**src/rtl/bcd_pkg.sv**
```systemverilog
// Shared definitions for the digit-serial BCD arithmetic blocks: FSM state
// encoding, BCD constants and small digit helpers.
package bcd_pkg;

  typedef enum logic [1:0] {
    IDLE = 2'd0,
    CALC = 2'd1,
    FIX  = 2'd2,
    DONE = 2'd3
  } state_t;

  localparam logic [3:0] BCD_MAX  = 4'd9;
  localparam logic [3:0] BCD_CORR = 4'd6;

  // Widest operand get_digit() can index; callers zero-extend to this width.
  localparam int unsigned MAX_DIGITS = 32;

  // Nine's complement of a single BCD digit.
  function automatic logic [3:0] nines_comp(input logic [3:0] digit);
    return BCD_MAX - digit;
  endfunction

  // Extract BCD digit 'idx' (digit 0 = bits [3:0]) from a packed BCD vector.
  function automatic logic [3:0] get_digit(input logic [4*MAX_DIGITS-1:0] vec,
                                           input logic [4:0]              idx);
    return vec[4*idx +: 4];
  endfunction

endpackage

```
**src/rtl/bcd_digit_add.sv**
```systemverilog
// Combinational one-digit BCD adder with decimal (+6) correction.
module bcd_digit_add
  import bcd_pkg::*;
(
  input  logic [3:0] x,
  input  logic [3:0] y,
  input  logic       cin,
  output logic [3:0] s,
  output logic       cout
);

  logic [4:0] t;

  // Binary sum, then fold values above 9 back into the BCD range.
  always_comb begin
    // NOTE: every output of a combinational block is assigned on every path
    // (defaults first or full if/else) so no latch is inferred.
    t = {1'b0, x} + {1'b0, y} + {4'd0, cin};
    if (t > {1'b0, BCD_MAX}) begin
      s    = t[3:0] + BCD_CORR;
      cout = 1'b1;
    end else begin
      s    = t[3:0];
      cout = 1'b0;
    end
  end

endmodule

```
**src/rtl/bcd_serial_subtractor.sv**
```systemverilog
// Digit-serial BCD subtractor: |A - B| plus sign, one digit per clock.
// CALC adds A to the nine's complement of B with an initial carry of 1; a
// missing final carry means the result is a ten's complement, which FIX turns
// back into a magnitude by a second nine's-complement-plus-one pass.
module bcd_serial_subtractor
  import bcd_pkg::*;
#(
  parameter int DIGITS = 4
) (
  input  logic                clk,
  input  logic                rst,
  input  logic                start,
  input  logic [4*DIGITS-1:0] a,
  input  logic [4*DIGITS-1:0] b,
  output logic                busy,
  output logic                done,
  output logic [4*DIGITS-1:0] diff,
  output logic                neg,
  output logic                invalid
);

  localparam int W     = 4 * DIGITS;
  localparam int IDX_W = (DIGITS > 1) ? $clog2(DIGITS) : 1;
  localparam int EXT_W = 4 * MAX_DIGITS;

  state_t             state_q, state_d;
  logic [IDX_W-1:0]   idx_q, idx_d;
  logic               carry_q, carry_d;
  logic [W-1:0]       a_q, a_d;
  logic [W-1:0]       b_q, b_d;
  logic [W-1:0]       diff_q, diff_d;
  logic               neg_q, neg_d;
  logic               invalid_q, invalid_d;

  logic               operand_bad;
  logic               last_digit;
  logic [3:0]         a_digit, b_digit, diff_digit;
  logic [3:0]         add_x, add_y, add_s;
  logic               add_cout;

  // Flag any non-BCD digit on the live operand inputs (checked at start).
  always_comb begin
    operand_bad = 1'b0;
    for (int i = 0; i < DIGITS; i++) begin
      if (a[4*i +: 4] > BCD_MAX || b[4*i +: 4] > BCD_MAX) operand_bad = 1'b1;
    end
  end

  assign last_digit = (idx_q == IDX_W'(DIGITS - 1));
  assign a_digit    = get_digit(EXT_W'(a_q), 5'(idx_q));
  assign b_digit    = get_digit(EXT_W'(b_q), 5'(idx_q));
  assign diff_digit = get_digit(EXT_W'(diff_q), 5'(idx_q));

  // One shared digit adder: CALC computes a_i + (9 - b_i), FIX computes
  // 0 + (9 - diff_i); the running carry supplies the +1 of both passes.
  assign add_x = (state_q == FIX) ? 4'd0 : a_digit;
  assign add_y = (state_q == FIX) ? nines_comp(diff_digit) : nines_comp(b_digit);

  bcd_digit_add u_digit_add (
    .x    (add_x),
    .y    (add_y),
    .cin  (carry_q),
    .s    (add_s),
    .cout (add_cout)
  );

  // Next-state and datapath update for the IDLE/CALC/FIX/DONE sequencer.
  always_comb begin
    state_d   = state_q;
    idx_d     = idx_q;
    carry_d   = carry_q;
    a_d       = a_q;
    b_d       = b_q;
    diff_d    = diff_q;
    neg_d     = neg_q;
    invalid_d = invalid_q;

    unique case (state_q)
      IDLE: begin
        if (start) begin
          a_d    = a;
          b_d    = b;
          diff_d = '0;
          neg_d  = 1'b0;
          if (operand_bad) begin
            invalid_d = 1'b1;
            state_d   = DONE;
          end else begin
            invalid_d = 1'b0;
            carry_d   = 1'b1;
            idx_d     = '0;
            state_d   = CALC;
          end
        end
      end

      CALC, FIX: begin
        // Result digits are written in place at the current index.
        for (int i = 0; i < DIGITS; i++) begin
          if (idx_q == IDX_W'(i)) diff_d[4*i +: 4] = add_s;
        end
        carry_d = add_cout;
        idx_d   = idx_q + IDX_W'(1);
        if (last_digit) begin
          idx_d = '0;
          if (state_q == CALC && !add_cout) begin
            // No carry out of the top digit: A < B, diff holds a ten's complement.
            neg_d   = 1'b1;
            carry_d = 1'b1;
            state_d = FIX;
          end else begin
            state_d = DONE;
          end
        end
      end

      DONE: state_d = IDLE;

      default: state_d = IDLE;
    endcase
  end

  // State and datapath registers; reset discards any operation in flight.
  always_ff @(posedge clk or posedge rst) begin
    if (rst) begin
      state_q   <= IDLE;
      idx_q     <= '0;
      carry_q   <= 1'b0;
      a_q       <= '0;
      b_q       <= '0;
      diff_q    <= '0;
      neg_q     <= 1'b0;
      invalid_q <= 1'b0;
    end else begin
      // NOTE: sequential state uses non-blocking assignments so every register
      // samples pre-edge values regardless of statement order.
      state_q   <= state_d;
      idx_q     <= idx_d;
      carry_q   <= carry_d;
      a_q       <= a_d;
      b_q       <= b_d;
      diff_q    <= diff_d;
      neg_q     <= neg_d;
      invalid_q <= invalid_d;
    end
  end

  assign busy    = (state_q == CALC) || (state_q == FIX);
  assign done    = (state_q == DONE);
  assign diff    = diff_q;
  assign neg     = neg_q;
  assign invalid = invalid_q;

endmodule
```
**config.mk**
```make
export PLATFORM = sky130hd
export DESIGN_NAME = bcd_serial_subtractor
export DESIGN_NICKNAME = d
export VERILOG_FILES = /design/src/rtl/bcd_pkg.sv /design/src/rtl/bcd_digit_add.sv /design/src/rtl/bcd_serial_subtractor.sv
export SDC_FILE = /design/constraint.sdc
export NUM_CORES = 1
export LEC_CHECK = 0
export ABC_AREA = 1
export BUFFER_PORTS_ARGS = -buffer_cell sky130_fd_sc_hd__buf_2
export CAP_MARGIN = 30
export CORE_ASPECT_RATIO = 1.5
export CORE_MARGIN = 4
export CORE_UTILIZATION = 40
export CTS_CLUSTER_SIZE = 14
export DETAILED_ROUTE_END_ITERATION = 16
export PLACE_DENSITY = 0.59
export SLEW_MARGIN = 5
export SYNTH_ARGS = -nofsm -noshare
export SYNTH_HDL_FRONTEND = slang
export SYNTH_HIERARCHICAL = 1
export SYNTH_SLANG_ARGS = --single-unit
```
**constraint.sdc**
```tcl
create_clock -name clk -period 8.3 [get_ports clk]
set_input_delay 0.83 -clock clk [delete_from_list [all_inputs] [get_ports clk]]
set_output_delay 0.83 -clock clk [all_outputs]
set_load 0.1 [all_outputs]
```
==> impl_metrics.csv, run 1 <==
group,metric,value,unit
run_status,outcome,"completed",
clocking,clk_pin_slew,0.07,ns
sta,worst_pin_slew,0.7194,ns
setup_path,critPathLaunchType,"register",
synth,ys.flop_type,"dfrtp_1",
setup_path,path_max_fanout,22,
clocking,htree_levels,2,
clocking,worstSkewPairLatency,0.29,ns
clocking,post-cts-setup-buffers,0,
hold_path,min_from,"a_q[9]",
synth,ys_types,28,
route,detail_route.wl_per_cell,14.24,um
route,ant_nets,0,
synth,synthesis.nets,454,
global_routing,grt_max_degree,56,
final_layout,num_antenna_cells,0,
sta,timing.final.hold_violations,0,
die,core,7612,um^2
sta,period_minus_slack,3.730,ns
sta,skew,0.003031,ns
placed_design,place.gp.congestion,0.8375,
setup_path,r2r_slack,4.57,ns
hold_path,whs_path_depth,2,
sta,maxSlewViolCount,0,
final_layout,fin_nets,502,
final_layout,area_delta_synth_final,15.06,%
placed_design,post_dp_cell_area,3461,um^2
die,fp.dieH,116.4,um
synth,yosysWarnings,6,
clocking,cts_inserted_buffers,5,
sta,fin_crit_sh,44.94,%
synth,ys_ff_latch,55,
setup_path,r2r_start,"idx_q[0]",
sta,worst_slew_margin_rel,52.04,%
synth,ys_async_sr_fraction,100.0,%
sta,grt_setup_unrepaired,"false",
clocking,postCtsHoldBufs,0,
synth,syn_inst,403,
clocking,cts-root-buf,"clkbuf_16",
placed_design,dpl.hpwl,5980,um
setup_path,arrival,3.90,ns
die,start_util,41.16,%
setup_path,r2r_end,"neg",
sta,max_freq,268.1,MHz
clocking,clk_path_buf_depth,2,
die,io_pins,55,
setup_path,r2r_cells,16,
final_layout,drive_gt1_share,18.85,%
global_routing,grt_pass1_vias,2642,
global_routing,grt_pass1_wl,13030,um
final_layout,fin_util,47.35,%
hold_path,hp-class,"register to register",
setup_path,worst_ep_required_time,8.47,ns
synth,yosysSeqAreaShare,43.93,%
die,dieArea,9341,um^2
setup_path,worstSetupEndpointType,"register",
global_routing,gr-total-overflow,0,
hold_path,worstHoldEndpoint,"a_q[9]",
route,vias_per_cell,4.890,
route,dr.pass1.iters,4,
die,chipWidth,80.26,um
synth,netlist_area,3133,um^2
global_routing,track_usage,18.33,%
clocking,cts_resized,0,
route,dr_total_vias,2704,
clocking,clock_sinks,55,
sta,setup_viol,0,
die,row_count,39,
route,drt_iter0_markers,164,
synth,synth-edff-count,0,
global_routing,grt_antenna_before_repair,0,
placed_design,port_buffers,54,
route,drt_wl_total,7873,um
route,drc,0,
job,maxCapViolCount,0,
sta,final.setup.tns,0,ns
setup_path,crit_type,"register to register",
final_layout,final_cell_area,3605,um^2
clocking,cts_tree,"built",
synth,syn_avg_cell_area,7.774,um^2
==> final cells by class <==
| type | instances | area, um^2 |
|---|---|---|
| fill | 811 | 4008 |
| multi-input combinational | 302 | 1550 |
| sequential | 55 | 1376 |
| timing repair buffer | 56 | 285.3 |
| clock buffer | 6 | 138.9 |
| tap | 102 | 127.6 |
| inverter | 31 | 121.4 |
| clock inverter | 1 | 5.005 |
==> registers in the layout, summed over array words and instances (netlist names) <==
| name | count |
|---|---|
| carry_q | 1 |
| idx_q | 2 |
| neg | 1 |
| diff | 16 |
| state_q | 2 |
| invalid | 1 |
| a_q | 16 |
| b_q | 16 |
==> synth_stat cells (3+ instances only) <==
| library cell | n | area share, % |
|---|---|---|
| o21ai_1 | 30 | 4.8 |
| inv_2 | 4 | 0.48 |
| nand3_1 | 20 | 3.2 |
| nand2_2 | 5 | 1.0 |
| nand2_4 | 4 | 1.4 |
| a21oi_1 | 20 | 3.2 |
| nor2_1 | 27 | 3.2 |
| dfrtp_1 | 55 | 44 |
| buf_2 | 11 | 1.8 |
| o21ai_4 | 3 | 1.6 |
| nand2_1 | 138 | 17 |
| o21ai_0 | 29 | 4.6 |
| ha_1 | 14 | 5.6 |
| inv_1 | 26 | 3.1 |
==> logic make-up after synthesis <==
kind of cell / share of synthesized area [%]
AO/OA/AOI/OAI: 15.98
AND/OR/NAND/NOR: 26.64
flip-flops: 43.93
adder cells (fa/ha/maj): 6.869
buffers and inverters: 6.589
==> worst max-delay path: stages, from the launching register on <==
cell and delay (ns):
dfrtp_1 0.81, inv_2 0.32, o21ai_0 0.31, a21oi_1 0.14, fa_1 0.46, fa_1 0.40
nand2_1 0.11, nand2_2 0.09, ha_1 0.26, a21oi_4 0.14, nand2_4 0.08, nand2_4 0.07
nand2_1 0.05, o21ai_1 0.12, nor3_1 0.09, nor2_1 0.09, a21oi_1 0.04
==> placed cells by master (no fill, tap or decap) <==
master     instances
buf_4              2
fa_1               2
clkbuf_8           1
o21ai_4            3
a32oi_1            1
nor3_1             2
a21oi_4            1
o221ai_1           1
o21ai_0           29
clkinv_2           1
nand2_2            5
nor2_1            27
a21oi_1           20
a21oi_2            1
ha_1              14
dfrtp_1           55
nand3_1           20
o22ai_1            1
inv_1             25
inv_6              1
nand2_1          138
o21ai_1           30
inv_2              5
o21a_1             1
nand2_8            1
clkbuf_16          5
or2_4              1
nand2_4            4
buf_2             54
==> through the flow <==
stage / std cells / hold slack, ns / worst slack [ns]
after floorplan: 403 / 0.4436 / 4.851
after global placement: 546 / 0.4597 / 4.606
after detailed placement: 546 / 0.4666 / 4.565
after CTS: 553 / 0.4833 / 4.543
after global routing: 553 / 0.5034 / 4.225
final: 553 / 0.4784 / 4.570
==> routing by layer <==
metal  vias up  routed length [um]  part of all wire [%]  track usage [%]
li1       1389                   -                     -                -
met1      1257                3263                    41            21.46
met2        50                4235                    54            33.85
met3         8                 253                   3.2            3.086
met4         0                 121                   1.5            5.524
met5         -                   0                     0                0
==> worst max path at each step <==
stage	from	slack, ns	depth (start not counted)	endpoint
detailed placement	idx_q[0]	4.57	16	neg
global route	idx_q[0]	4.22	17	neg
CTS	idx_q[0]	4.54	16	neg
global placement	idx_q[0]	4.61	16	neg
finish	idx_q[0]	4.57	16	neg
floorplan	diff[9]	4.85	18	neg
Power of run 1 is left out: the tool's default activity adds up to more than one toggle a clock period on the data nets, which glitch-free logic cannot reach.
==> run 2: changes to the inputs <==
- clock period: 8.3 -> 3.47 ns (I/O delays scaled with it)
==> run 2 against run 1 <==
  * Global-route usage shrank 0.68 points
  * Core utilization grew 1.1 points
  * Critical path depth grew 1
  * Hold slack got worse by 0.36 ns
  * Clock skew is 0.0036 ns higher
  * Flip-flop and latch count unchanged
  * Via count up 0.59%
  * Final area grew 2.3%
  * Register-to-register slack got worse by 4.3 ns
  * Final cell count grew 1.3%
==> impl_metrics.csv, run 2 (synthesis gave the netlist of run 1 again) <==
group,metric,value,unit
run_status,outcome,"completed",
die,dieArea,9341,um^2
final_layout,final_common_cell,"nand2_1",
clocking,clock_sinks,55,
final_layout,fin_util,48.46,%
clocking,htree_levels,2,
sta,worst_pin_slew,0.6121,ns
setup_path,arrival,3.41,ns
setup_path,r2r_cells,17,
placed_design,port_buffers,54,
setup_path,worst_ep_required_time,3.65,ns
sta,final.setup.tns,0,ns
setup_path,worstSetupEndpointType,"register",
job,maxCapViolCount,0,
route,met2_length,4037,um
clocking,post-cts-setup-buffers,0,
sta,period_minus_slack,3.230,ns
route,ant_nets,0,
sta,final_critical_path_setup_slack,0.2399,ns
global_routing,grt_pass1_vias,2608,
sta,hold_ws,0.1137,ns
final_layout,drive_gt1_share,20.74,%
route,dr_total_vias,2720,
sta,max_freq,309.6,MHz
global_routing,grt_max_degree,35,
setup_path,crit_type,"register to register",
route,vias_per_cell,4.857,
final_layout,fin_nets,508,
setup_path,crit_start,"state_q[0]",
sta,maxSlewViolCount,0,
die,start_util,41.16,%
route,drc,0,
hold_path,hp-class,"input port to async pin",
clocking,cts-root-buf,"clkbuf_16",
sta,skew,0.006609,ns
clocking,postCtsHoldBufs,0,
die,io_pins,55,
setup_path,critPathLaunchType,"register",
sta,grt_setup_unrepaired,"false",
die,chipWidth,80.26,um
route,drt_iter0_markers,104,
setup_path,path_max_fanout,6,
final_layout,num_antenna_cells,0,
route,drt_wl_total,7768,um
sta,fin_crit_sh,93.09,%
clocking,cts_inserted_buffers,5,
route,routed.top_layer,"met4",
route,dr.pass1.iters,4,
placed_design,place.gp.congestion,0.8151,
global_routing,grt_antenna_before_repair,0,
setup_path,r2r_start,"state_q[0]",
die,fp.dieH,116.4,um
die,row_count,39,
sta,timing.final.hold_violations,0,
sta,worst_slew_margin_rel,59.14,%
clocking,clk_pin_slew,0.07,ns
route,wl_met3,251,um
setup_path,r2r_slack,0.24,ns
global_routing,track_usage,17.65,%
final_layout,area_delta_synth_final,17.73,%
placed_design,dpl.hpwl,6050,um
route,detail_route.wl_per_cell,13.87,um
setup_path,r2r_end,"neg",
placed_design,place_ws,0.1584,ns
clocking,clk_path_buf_depth,2,
route,wl_met1,3241,um
clocking,worstSkewPairLatency,0.30,ns
clocking,cts_tree,"built",
global_routing,grt_pass1_wl,12700,um
clocking,cts_resized,0,
sta,setup_viol,0,
setup_path,worstSetupEndpoint,"neg",
die,core,7612,um^2
global_routing,gr-total-overflow,0,
final_layout,final_cell_mix,"nand2_1, dfrtp_1, buf_2",
[run 2: critical path, cell delays in order (launching register included)]
cell	delay [ns]
dfrtp_1	0.41
inv_1	0.13
ha_1	0.19
inv_1	0.12
a21oi_1	0.15
a32oi_1	0.10
fa_1	0.49
fa_1	0.55
inv_1	0.07
ha_2	0.20
a21oi_4	0.14
nand2_4	0.08
nand2_4	0.08
nand2_1	0.05
o21ai_1	0.14
nor3_2	0.08
nor2_1	0.09
a21oi_1	0.04
[run 2: per-layer routing]
metal | vias up | GRT usage, %
met1 | 1262 | 21.19
met2 | 46 | 30.75
li1 | 1399 | -
met4 | 0 | 7.779
met5 | - | 0
met3 | 13 | 3.009
[run 2: worst min-delay path by stage]
stage / depth (start not counted) / slack [ns] / endpoint / start
6_report: 2 / 0.11 / a_q[4] / rst
5_1_grt: 2 / 0.18 / b_q[8] / rst
4_1_cts: 2 / 0.13 / b_q[8] / rst
3_5_place_dp: 2 / 0.46 / b_q[8] / rst
3_3_place_gp: 2 / 0.45 / b_q[8] / rst
2_1_floorplan: 2 / 0.44 / a_q[12] / a_q[12]
[run 2: layout make-up]
type / instances / area, um^2
Clock inverter: 2 / 38.79
Sequential cell: 55 / 1378
Tap cell: 102 / 127.6
Clock buffer: 6 / 128.9
Multi-Input combinational cell: 302 / 1562
Fill cell: 816 / 3924
Timing Repair Buffer: 62 / 330.3
Inverter: 31 / 123.9
[run 2: through the flow]
stage	std cells	instance area [um^2]
2_1_floorplan	403	3133
3_3_place_gp	552	3506
3_5_place_dp	552	3506
4_1_cts	560	3674
5_1_grt	560	3689
6_report	560	3689
Power of run 2 is left out for the same reason.
